[config.mk]
export PLATFORM = sky130hd
export DESIGN_NAME = gate_tt_identifier
export DESIGN_NICKNAME = d
export VERILOG_FILES = /design/src/rtl/gate_tt_identifier.sv
export SDC_FILE = /design/constraint.sdc
export NUM_CORES = 1
export LEC_CHECK = 0
export BUFFER_PORTS_ARGS = -buffer_cell sky130_fd_sc_hd__clkbuf_2
export CAP_MARGIN = 0
export CORE_UTILIZATION = 59
export DETAILED_ROUTE_END_ITERATION = 8
export GPL_ROUTABILITY_DRIVEN = 0
export PLACE_DENSITY = 0.9
export SLEW_MARGIN = 10
export SYNTH_ARGS = -nofsm -noshare
export SYNTH_HDL_FRONTEND = slang
export SYNTH_SLANG_ARGS = --single-unit
export TNS_END_PERCENT = 20
[constraint.sdc]
create_clock -name clk -period 4.7 [get_ports clk]
set_clock_uncertainty 0.15 [all_clocks]
set_input_delay 0.94 -clock clk [delete_from_list [all_inputs] [get_ports clk]]
set_output_delay 0.94 -clock clk [all_outputs]
set_load 0.05 [all_outputs]
[src/rtl/gate_tt_identifier.sv]
// gate_tt_identifier
// Recovers the identity of a two-input gate by driving all four input vectors
// into it, sampling its output once each vector has settled, and decoding the
// resulting 4-bit truth table into a gate ID.
//   truth_table bit i = sampled probe_out while {probe_a,probe_b} == i
//   gate_id: 0 AND, 1 OR, 2 NAND, 3 NOR, 4 XOR, 5 XNOR, 6 NOT(a), 7 UNKNOWN
// Every output is registered, so the gate under test sees glitch-free probes
// and done rises one cycle after the last vector is captured.
module gate_tt_identifier #(
  parameter int SETTLE_CYCLES = 2,
  parameter int SETTLE_W      = 4
) (
  input  logic       clk,
  input  logic       rst,
  input  logic       start,
  output logic       probe_a,
  output logic       probe_b,
  input  logic       probe_out,
  output logic       busy,
  output logic       done,
  output logic [3:0] truth_table,
  output logic [2:0] gate_id
);

  localparam logic [2:0] ID_AND     = 3'd0;
  localparam logic [2:0] ID_OR      = 3'd1;
  localparam logic [2:0] ID_NAND    = 3'd2;
  localparam logic [2:0] ID_NOR     = 3'd3;
  localparam logic [2:0] ID_XOR     = 3'd4;
  localparam logic [2:0] ID_XNOR    = 3'd5;
  localparam logic [2:0] ID_NOT_A   = 3'd6;
  localparam logic [2:0] ID_UNKNOWN = 3'd7;

  localparam logic [SETTLE_W-1:0] CNT_RELOAD = SETTLE_W'(SETTLE_CYCLES - 1);
  localparam logic [SETTLE_W-1:0] CNT_ONE    = SETTLE_W'(1);
  localparam logic [1:0]          IDX_LAST   = 2'd3;

  typedef enum logic [1:0] {
    ST_IDLE,
    ST_SETTLE,
    ST_REPORT
  } state_t;

  state_t              r_state;
  state_t              w_stateNext;
  logic [1:0]          r_idx;
  logic [1:0]          w_idxNext;
  logic [SETTLE_W-1:0] r_cnt;
  logic [SETTLE_W-1:0] w_cntNext;
  logic [3:0]          r_ttShadow;
  logic [3:0]          w_ttShadowNext;
  logic [3:0]          r_truthTable;
  logic [3:0]          w_truthTableNext;
  logic [2:0]          r_gateId;
  logic [2:0]          w_gateIdNext;
  logic                r_busy;
  logic                w_busyNext;
  logic                r_done;
  logic                w_doneNext;

  // Map a captured truth table onto the gate library IDs; anything that is
  // not one of the known gates (including constant outputs) is UNKNOWN.
  function automatic logic [2:0] decodeTable(input logic [3:0] tt);
    logic [2:0] id;
    case (tt)
      4'b1000: id = ID_AND;
      4'b1110: id = ID_OR;
      4'b0111: id = ID_NAND;
      4'b0001: id = ID_NOR;
      4'b0110: id = ID_XOR;
      4'b1001: id = ID_XNOR;
      4'b0011: id = ID_NOT_A;
      default: id = ID_UNKNOWN;
    endcase
    return id;
  endfunction

  // Next-state and next-output logic: every register holds unless a state
  // below says otherwise, and done defaults low so it can only ever pulse.
  always_comb begin
    w_stateNext      = r_state;
    w_idxNext        = r_idx;
    w_cntNext        = r_cnt;
    w_ttShadowNext   = r_ttShadow;
    w_truthTableNext = r_truthTable;
    w_gateIdNext     = r_gateId;
    w_busyNext       = r_busy;
    w_doneNext       = 1'b0;

    case (r_state)
      ST_IDLE: begin
        w_idxNext = 2'd0;
        if (start) begin
          w_stateNext    = ST_SETTLE;
          w_idxNext      = 2'd0;
          w_cntNext      = CNT_RELOAD;
          w_ttShadowNext = 4'b0000;
          w_busyNext     = 1'b1;
        end
      end

      ST_SETTLE: begin
        if (r_cnt != '0) begin
          w_cntNext = r_cnt - CNT_ONE;
        end else begin
          w_ttShadowNext[r_idx] = probe_out;
          if (r_idx != IDX_LAST) begin
            w_idxNext = r_idx + 2'd1;
            w_cntNext = CNT_RELOAD;
          end else begin
            w_stateNext = ST_REPORT;
          end
        end
      end

      ST_REPORT: begin
        w_truthTableNext = r_ttShadow;
        w_gateIdNext     = decodeTable(r_ttShadow);
        w_doneNext       = 1'b1;
        w_busyNext       = 1'b0;
        w_idxNext        = 2'd0;
        w_stateNext      = ST_IDLE;
      end

      default: begin
        w_stateNext = ST_IDLE;
        w_idxNext   = 2'd0;
        w_busyNext  = 1'b0;
      end
    endcase
  end

  // State and output registers; reset wins over start and aborts any run.
  always_ff @(posedge clk) begin
    if (rst) begin
      r_state      <= ST_IDLE;
      r_idx        <= 2'd0;
      r_cnt        <= '0;
      r_ttShadow   <= 4'b0000;
      r_truthTable <= 4'b0000;
      r_gateId     <= ID_UNKNOWN;
      r_busy       <= 1'b0;
      r_done       <= 1'b0;
    end else begin
      r_state      <= w_stateNext;
      r_idx        <= w_idxNext;
      r_cnt        <= w_cntNext;
      r_ttShadow   <= w_ttShadowNext;
      r_truthTable <= w_truthTableNext;
      r_gateId     <= w_gateIdNext;
      r_busy       <= w_busyNext;
      r_done       <= w_doneNext;
    end
  end

  assign probe_a     = r_idx[1];
  assign probe_b     = r_idx[0];
  assign busy        = r_busy;
  assign done        = r_done;
  assign truth_table = r_truthTable;
  assign gate_id     = r_gateId;

endmodule

* Word level (Yosys, flattened, before mapping)
Index checks and enable logic that the tools add are counted.
Operators by class: bitwise gates (word level) 2, $lt $le $gt $ge 2, muxes and demuxes 18, equality and inequality tests 14, reduce and logical (&&, ||, !) cells 10, add/subtract/negate cells 2
Operators with widths (number):
- $pmux W3 S7 | 1
- $mux W4 | 5
- $pmux W4 S2 | 2
- $eq A4 B4 Y1 const B | 3
- $reduce_and A3 Y1 | 3
- $eq A4 B3 Y1 const B | 2
- $ne A2 B2 Y1 const B | 4
- $mux W2 | 3
- $bwmux W4 | 1
- $eq A4 B1 Y1 const B | 1
- $eq A4 B2 Y1 const B | 1
- $pmux W2 S2 | 1
- $reduce_and A2 Y1 | 2
- $reduce_bool A4 Y1 | 1
- $sub A4 B1 Y4 const B | 1
- $lt A2 B3 Y1 const B | 1
- $mux W1 | 3
- $ne A3 B3 Y1 const B | 1
- $add A2 B1 Y2 const B | 1
- $demux W1 S2 | 1
- $eq A2 B1 Y1 const B | 1
- $eq A2 B2 Y1 const B | 1
- $ge A2 B1 Y1 const B | 1
- $logic_not A2 Y1 | 1
- 5 further kinds | 6
Storage, ports and cells: bits in registers 21, output and inout bits 11, word-level logic and storage cells 56

* Longest topological paths before layout
Gate-level depths: netlist of run 1.
depth in word-level cells 7, gate-level depth with buffers 6

* Least setup slack after synthesis of run 1
Ideal clock, no wire load.
path kind in2reg, start input start, end register r_cnt[3], path buffers 0, data arrival time 1.681 ns, setup time 0.093 ns, cell stages on the path 3, path slack 2.776 ns, path through or2_2 > a32o_2 > o311ai_2
On the way: word-level cells in the longest chain between the ends 2
Ends and longest elaborated chain:
- start: declaration | line 15 | input logic start,
- $ne A2 B2 Y1 (no line)
- $reduce_and A3 Y1 (no line)
- end signal: assignment | line 147 | r_cnt <= w_cntNext;
- end: declaration | line 48 | logic [SETTLE_W-1:0] r_cnt;
Every way passes these cells. A chain may end at the register's enable or synchronous reset.

* Worst setup path after layout of run 1
start register r_idx[0], end output probe_b
RTL lines:
- start: declaration | line 46 | logic [1:0] r_idx;
- start signal: assignment | line 146 | r_idx <= w_idxNext;
- end: declaration | line 17 | output logic probe_b,
No word-level cell between the ends.

==> results.toml, run 1 <==
[worst_setup_path]
r2r_end = "r_cnt[3]"
rr_worst_depth = 5
path_max_fanout = 5
path_buf_inv = 1
cpMaxStageDelayCell = "dfxtp_1"
crit_path_start = "r_idx[0]"
r2r-start = "r_cnt[1]"
slowest_delay_ns = 0.44
cp-end-kind = "output pin"
worstSetupPathType = "flop to output pin"
cp.required_ns = 3.61
r2r_slack_ns = 2.84
critPathTopFamily = "flip-flops"
crit_chain = "clkbuf_2"
worstSetupPathDepth = 1
worstSetupStartpointType = "flop"
worstPathArrival_ns = 1.06
endpoint = "probe_b"

[sta]
tightestPinTransition_ns = 0.511
fmax_ghz = 0.465
slew_viol_final = 0
finalSetupViolCount = 0
hold_viol_final = 0
period_needed_ns = 2.15
fin_setup_tns_ns = 0
rsz0062_at_grt = "no"
slew_headroom_pct = 65.4
fin_crit_sh_pct = 45.8

[drt]
initialDrtViolationCount = 21
ant_nets = 0
routed-wl-met2_um = 858
wl_per_cell_um = 13.3
route.detailed.drc = 0
vias = 822
dr.max_layer_used = "met4"
wl_met1_um = 888
wl_met3_um = 71
wirelength_mm = 1.85
viasPerCell = 5.91
detail_route.first_pass.iterations = 4

[floorplan]
core_sq_um = 1580
fp.dieArea_sq_um = 1940
initial_core_util_pct = 66.2
die_h_um = 44.1
die_w_um = 44.1
row_count = 14
io_pins = 15

[cells_and_area]
drive_above_1_share_pct = 19.5
layout_commonest_cell = "dfxtp_1"
num-fill-cells = 116
area_growth_pct = 9.59
ff_latch_area_sq_um = 420
multi_input_comb_area_sq_um = 576
layout.cells.non_filler = 139
nets = 134
layout_common_cells = "dfxtp_1 (21), clkbuf_2 (14), nor2_1 (10), inv_1 (8), mux2i_1 (8)"
diodes = 0

[synth]
ys_top_cells_by_area = "dfxtp_1 (40%), mux2i_1 (7.7%), ha_1 (7.2%)"
synth_edf_count = 0
synthMuxAreaShare_pct = 7.67
synth-seq-cells = 21
syn_avg_cell_area_sq_um = 9.57
synth-simple-area-share_pct = 22.3
async_flop_share_pct = 0
yosysUniqueCellTypes = 36
netlist_instances = 109
ys.flop_type = "dfxtp_1"
synth_xor_area_share_pct = 2.52
synth_top_area_share_pct = 40.3
synth_top_family_by_area = "simple AND/OR/NAND/NOR gates"
synth_compound_area_share_pct = 15.5
synth.yosys.seq_area_share_pct = 40.3
yosys_warnings = 0
synth.net_count = 119
synth_adder_area_share_pct = 7.19
syn_area_sq_um = 1040
synth_top_cell_by_area = "dfxtp_1"

[clock_network]
cts.path.max_buffers = 2
clkSinkCount = 21
htreeDepth = 1
postCtsResizedCells = 0
clkTransAtPathRegs_ns = 0.12
insertion_delay_ns = 0.31
ctsHoldBuffers = 0
numCtsBuffers = 3
cts_root_buf = "clkbuf_4"
postCtsSetupBuffers = 0
cts_tree = "done"

[placed_design]
dpl.cell_count = 135
io_buffer_count = 14
dp_hpwl_mm = 1.38

[grt]
grt_pass1_wl_mm = 3.22
grt_usage_pct = 22.6
grt_max_degree = 26
grt_pass1_vias = 724
antenna_found_initial = 0
grt-ovfl-total = 0

[power]
p_leak_uw = 0.000504
peakVddDrop_mv = 0.205
powerDensity_nw_per_um2 = 290

[flow_run]
cap_violations = 0

[min_path]
hold_class = "flop to flop"

[run_status]
outcome = "complete, no violations"
## tightest hold or removal path: stages, from the launching register on
cell and delay [ns]:
dfxtp_1 0.34, a21oi_1 0.05, o21ai_0 0.05
## power breakdown
group          total, uW  switching [uW]  internal (uW)
Combinational       53.3            31.6           21.6
Sequential           191            6.97            184
Clock               87.3            55.5           31.8
Total                332            94.1            237
## cell families after synthesis
logic type,after synthesis
AND/OR/NAND/NOR,38
AO/OA/AOI/OAI,21
flip-flops,21
buffers and inverters,12
multiplexers,8
adder cells (fa/ha/maj),6
XOR/XNOR,3
## registers in the layout (all words and copies together) (netlist names)
register     count
r_idx            2
gate_id          3
r_cnt            4
done             1
busy             1
r_state          2
truth_table      4
r_ttShadow       4
## area by class of cell
class                      count  share of cell area [%]
clock buffer                   3                    1.97
clock inverter                 1                   0.438
inverter                       8                    2.63
multi-input combinational     76                    50.3
sequential                    21                    36.8
tap                           16                    1.75
timing repair buffer          14                    6.13
## cell usage after synthesis (all sizes together), types with 2 or more instances
cell type and number:
nand2 3, ha 6, nor2 10, nor3 2, nand4b 2, a21oi 3
o21ai 5, nand3b 5, clkbuf 2, xnor2 2, dfxtp 21, a31oi 2
or3b 2, nand2b 3, mux2i 8, buf 2, inv 8, o211a 2
nor3b 2, nor2b 3, o211ai 3
## per-stage QoR
step	hold WS, ns	util, %	total power (uW)	worst slack [ns]	area [sq um]
final	0.327	72.5	332	2.55	1140
after global routing	0.356	72.5	350	2.50	1140
after CTS	0.335	72.5	333	2.55	1140
after global placement	0.297	70.8	246	2.64	1120
after floorplan	0.311	-	237	2.78	1040
after detailed placement	0.306	70.8	248	2.61	1120
## worst min path at each step
stage	from	endpoint	slack, ns	cells after the start
3_3_place_gp	gate_id[2]	gate_id[2]	0.30	1
6_report	gate_id[0]	gate_id[0]	0.33	2
4_1_cts	gate_id[0]	gate_id[0]	0.33	2
2_1_floorplan	r_state[1]	busy	0.31	1
5_1_grt	gate_id[2]	gate_id[2]	0.36	1
3_5_place_dp	gate_id[0]	gate_id[0]	0.31	2
## metal layers
layer,vias up,track usage (%)
met3,4,3.67
met5,-,0
met4,0,10.9
met2,18,34.7
li1,420,-
met1,380,31.0
Power figures use the tool's default switching activity.
==> run 2, diff against run 1 <==
CORE_UTILIZATION = 54   (was 59)
PLACE_DENSITY = 0.84   (was 0.9)
clock period = 2.26 ns   (was 4.7 ns; I/O delays follow)
==> run 2 against run 1 <==
  * Hold slack worse by 0.0058 ns
  * Die area grew 8.8%
  * Worst setup slack worse by 2.1 ns
  * Total power grew 110%
  * Critical path type is now flop to flop
  * Non-clock buffer count unchanged
  * Highest routed layer unchanged
  * Critical endpoint is now r_cnt[3]
  * Cell count rose by 6.5%
  * Global-route usage fell by 2.8 points
  * Utilization fell by 7.1 points
  * Cell area rose by 0.98%
==> results.toml, run 2 (same netlist as run 1, synthesis figures left out) <==
[worst_setup_path]
cp.required_ns = 2.33
worstSetupStartpointType = "flop"
crit_path_start = "r_cnt[1]"
cp-end-kind = "flop"
slowest_delay_ns = 0.45
critPathTopFamily = "compound AO/OA/AOI/OAI gates"
worstPathArrival_ns = 1.88
worstSetupPathType = "flop to flop"
r2r-start = "r_cnt[1]"
crit_chain = "inv_1 -> ha_1 -> or3b_1 -> a32o_2 -> o311ai_2"
path_max_fanout = 7
path_buf_inv = 1
cpMaxStageDelayCell = "or3b_1"

[cells_and_area]
diodes = 0
num-fill-cells = 162
layout.cells.non_filler = 148
layout_common_cells = "dfxtp_1 (21), clkbuf_2 (14), nor2_1 (10), inv_1 (8), mux2i_1 (8)"
layout_commonest_cell = "dfxtp_1"
drive_above_1_share_pct = 19.5
nets = 134
area_growth_pct = 10.7
final_util_pct = 65.5

[sta]
rsz0062_at_grt = "no"
fin_setup_tns_ns = 0
tightestPinTransition_ns = 0.480
period_needed_ns = 1.82
fmax_ghz = 0.551
hold_viol_final = 0
fin_crit_sh_pct = 80.3
finalSetupViolCount = 0
slew_viol_final = 0
slew_headroom_pct = 67.6

[clock_network]
cts.path.max_buffers = 2
postCtsResizedCells = 0
insertion_delay_ns = 0.30
cts_tree = "done"
cts_root_buf = "clkbuf_4"
numCtsBuffers = 3
postCtsSetupBuffers = 0
ctsHoldBuffers = 0
htreeDepth = 1
clkSinkCount = 21
clkTransAtPathRegs_ns = 0.12

[drt]
detail_route.first_pass.iterations = 4
viasPerCell = 5.46
ant_nets = 0
vias = 808
initialDrtViolationCount = 22
wl_per_cell_um = 12.5
wirelength_mm = 1.85
route.detailed.drc = 0

[floorplan]
die_h_um = 46.0
die_w_um = 46.0
core_sq_um = 1760
initial_core_util_pct = 59.1
row_count = 15
io_pins = 15
fp.dieArea_sq_um = 2110

[flow_run]
cap_violations = 0

[grt]
grt_usage_pct = 19.9
grt_max_degree = 26
grt_pass1_vias = 709
antenna_found_initial = 0
grt_pass1_wl_mm = 2.98
grt-ovfl-total = 0

[power]
peakVddDrop_mv = 0.359
powerDensity_nw_per_um2 = 592
p_leak_uw = 0.000504

[placed_design]
dp_hpwl_mm = 1.37
dpl.cell_count = 144
io_buffer_count = 14

[min_path]
hold_class = "flop to flop"
hp-start = "gate_id[2]"

[run_status]
outcome = "complete, no violations"
run 2: cell counts in the layout (fill, tap and decap cells not counted):
No cell type changed its count.
run 2: cell type report:
type	count	area (sq um)	share of cell area (%)
Timing Repair Buffer	14	70.1	6.07
Clock buffer	3	22.5	1.95
Clock inverter	1	5.00	0.433
Sequential cell	21	420	36.4
Inverter	8	30.0	2.60
Multi-Input combinational cell	76	576	49.8
Tap cell	25	31.3	2.71
run 2: stage by stage:
step,setup WS [ns],cell area (sq um),hold WS [ns],power [uW]
2_1_floorplan,0.483,1040,0.311,493
4_1_cts,0.426,1150,0.326,691
3_5_place_dp,0.463,1130,0.298,515
6_report,0.445,1150,0.321,684
5_1_grt,0.327,1150,0.356,717
3_3_place_gp,0.528,1130,0.294,510
run 2: layer usage:
layer / GRT usage (%) / part of all wire (%) / wire length (um) / vias to the layer above
met2: 33.5 / 51 / 936 / 17
li1: - / - / - / 413
met1: 24.7 / 46 / 844 / 376
met3: 2.38 / 2.9 / 53 / 2
met5: 0 / 0 / 0 / -
met4: 9.41 / 0.65 / 12 / 0
run 2: worst register-to-register path, delay by kind of cell, from the launching register on:
family | cells | cell delay, ns
buf+inv | 1 | 0.11
simple gates | 1 | 0.45
fa+ha+maj | 1 | 0.18
flops | 1 | 0.33
compound gates | 2 | 0.52
run 2: path summary, 6_finish.rpt:
kind | endpoint | slack (ns) | cells after the start
max reg2reg | r_cnt[3] | 0.44 | 5
max | r_cnt[3] | 0.44 | 5
min reg2reg | gate_id[2] | 0.32 | 1
min | gate_id[2] | 0.32 | 1
run 2: power by group:
group | switching [uW] | internal (uW) | total, uW
Sequential | 15.0 | 383 | 398
Combinational | 64.2 | 44.9 | 109
Clock | 111 | 65.8 | 177
Total | 191 | 493 | 684
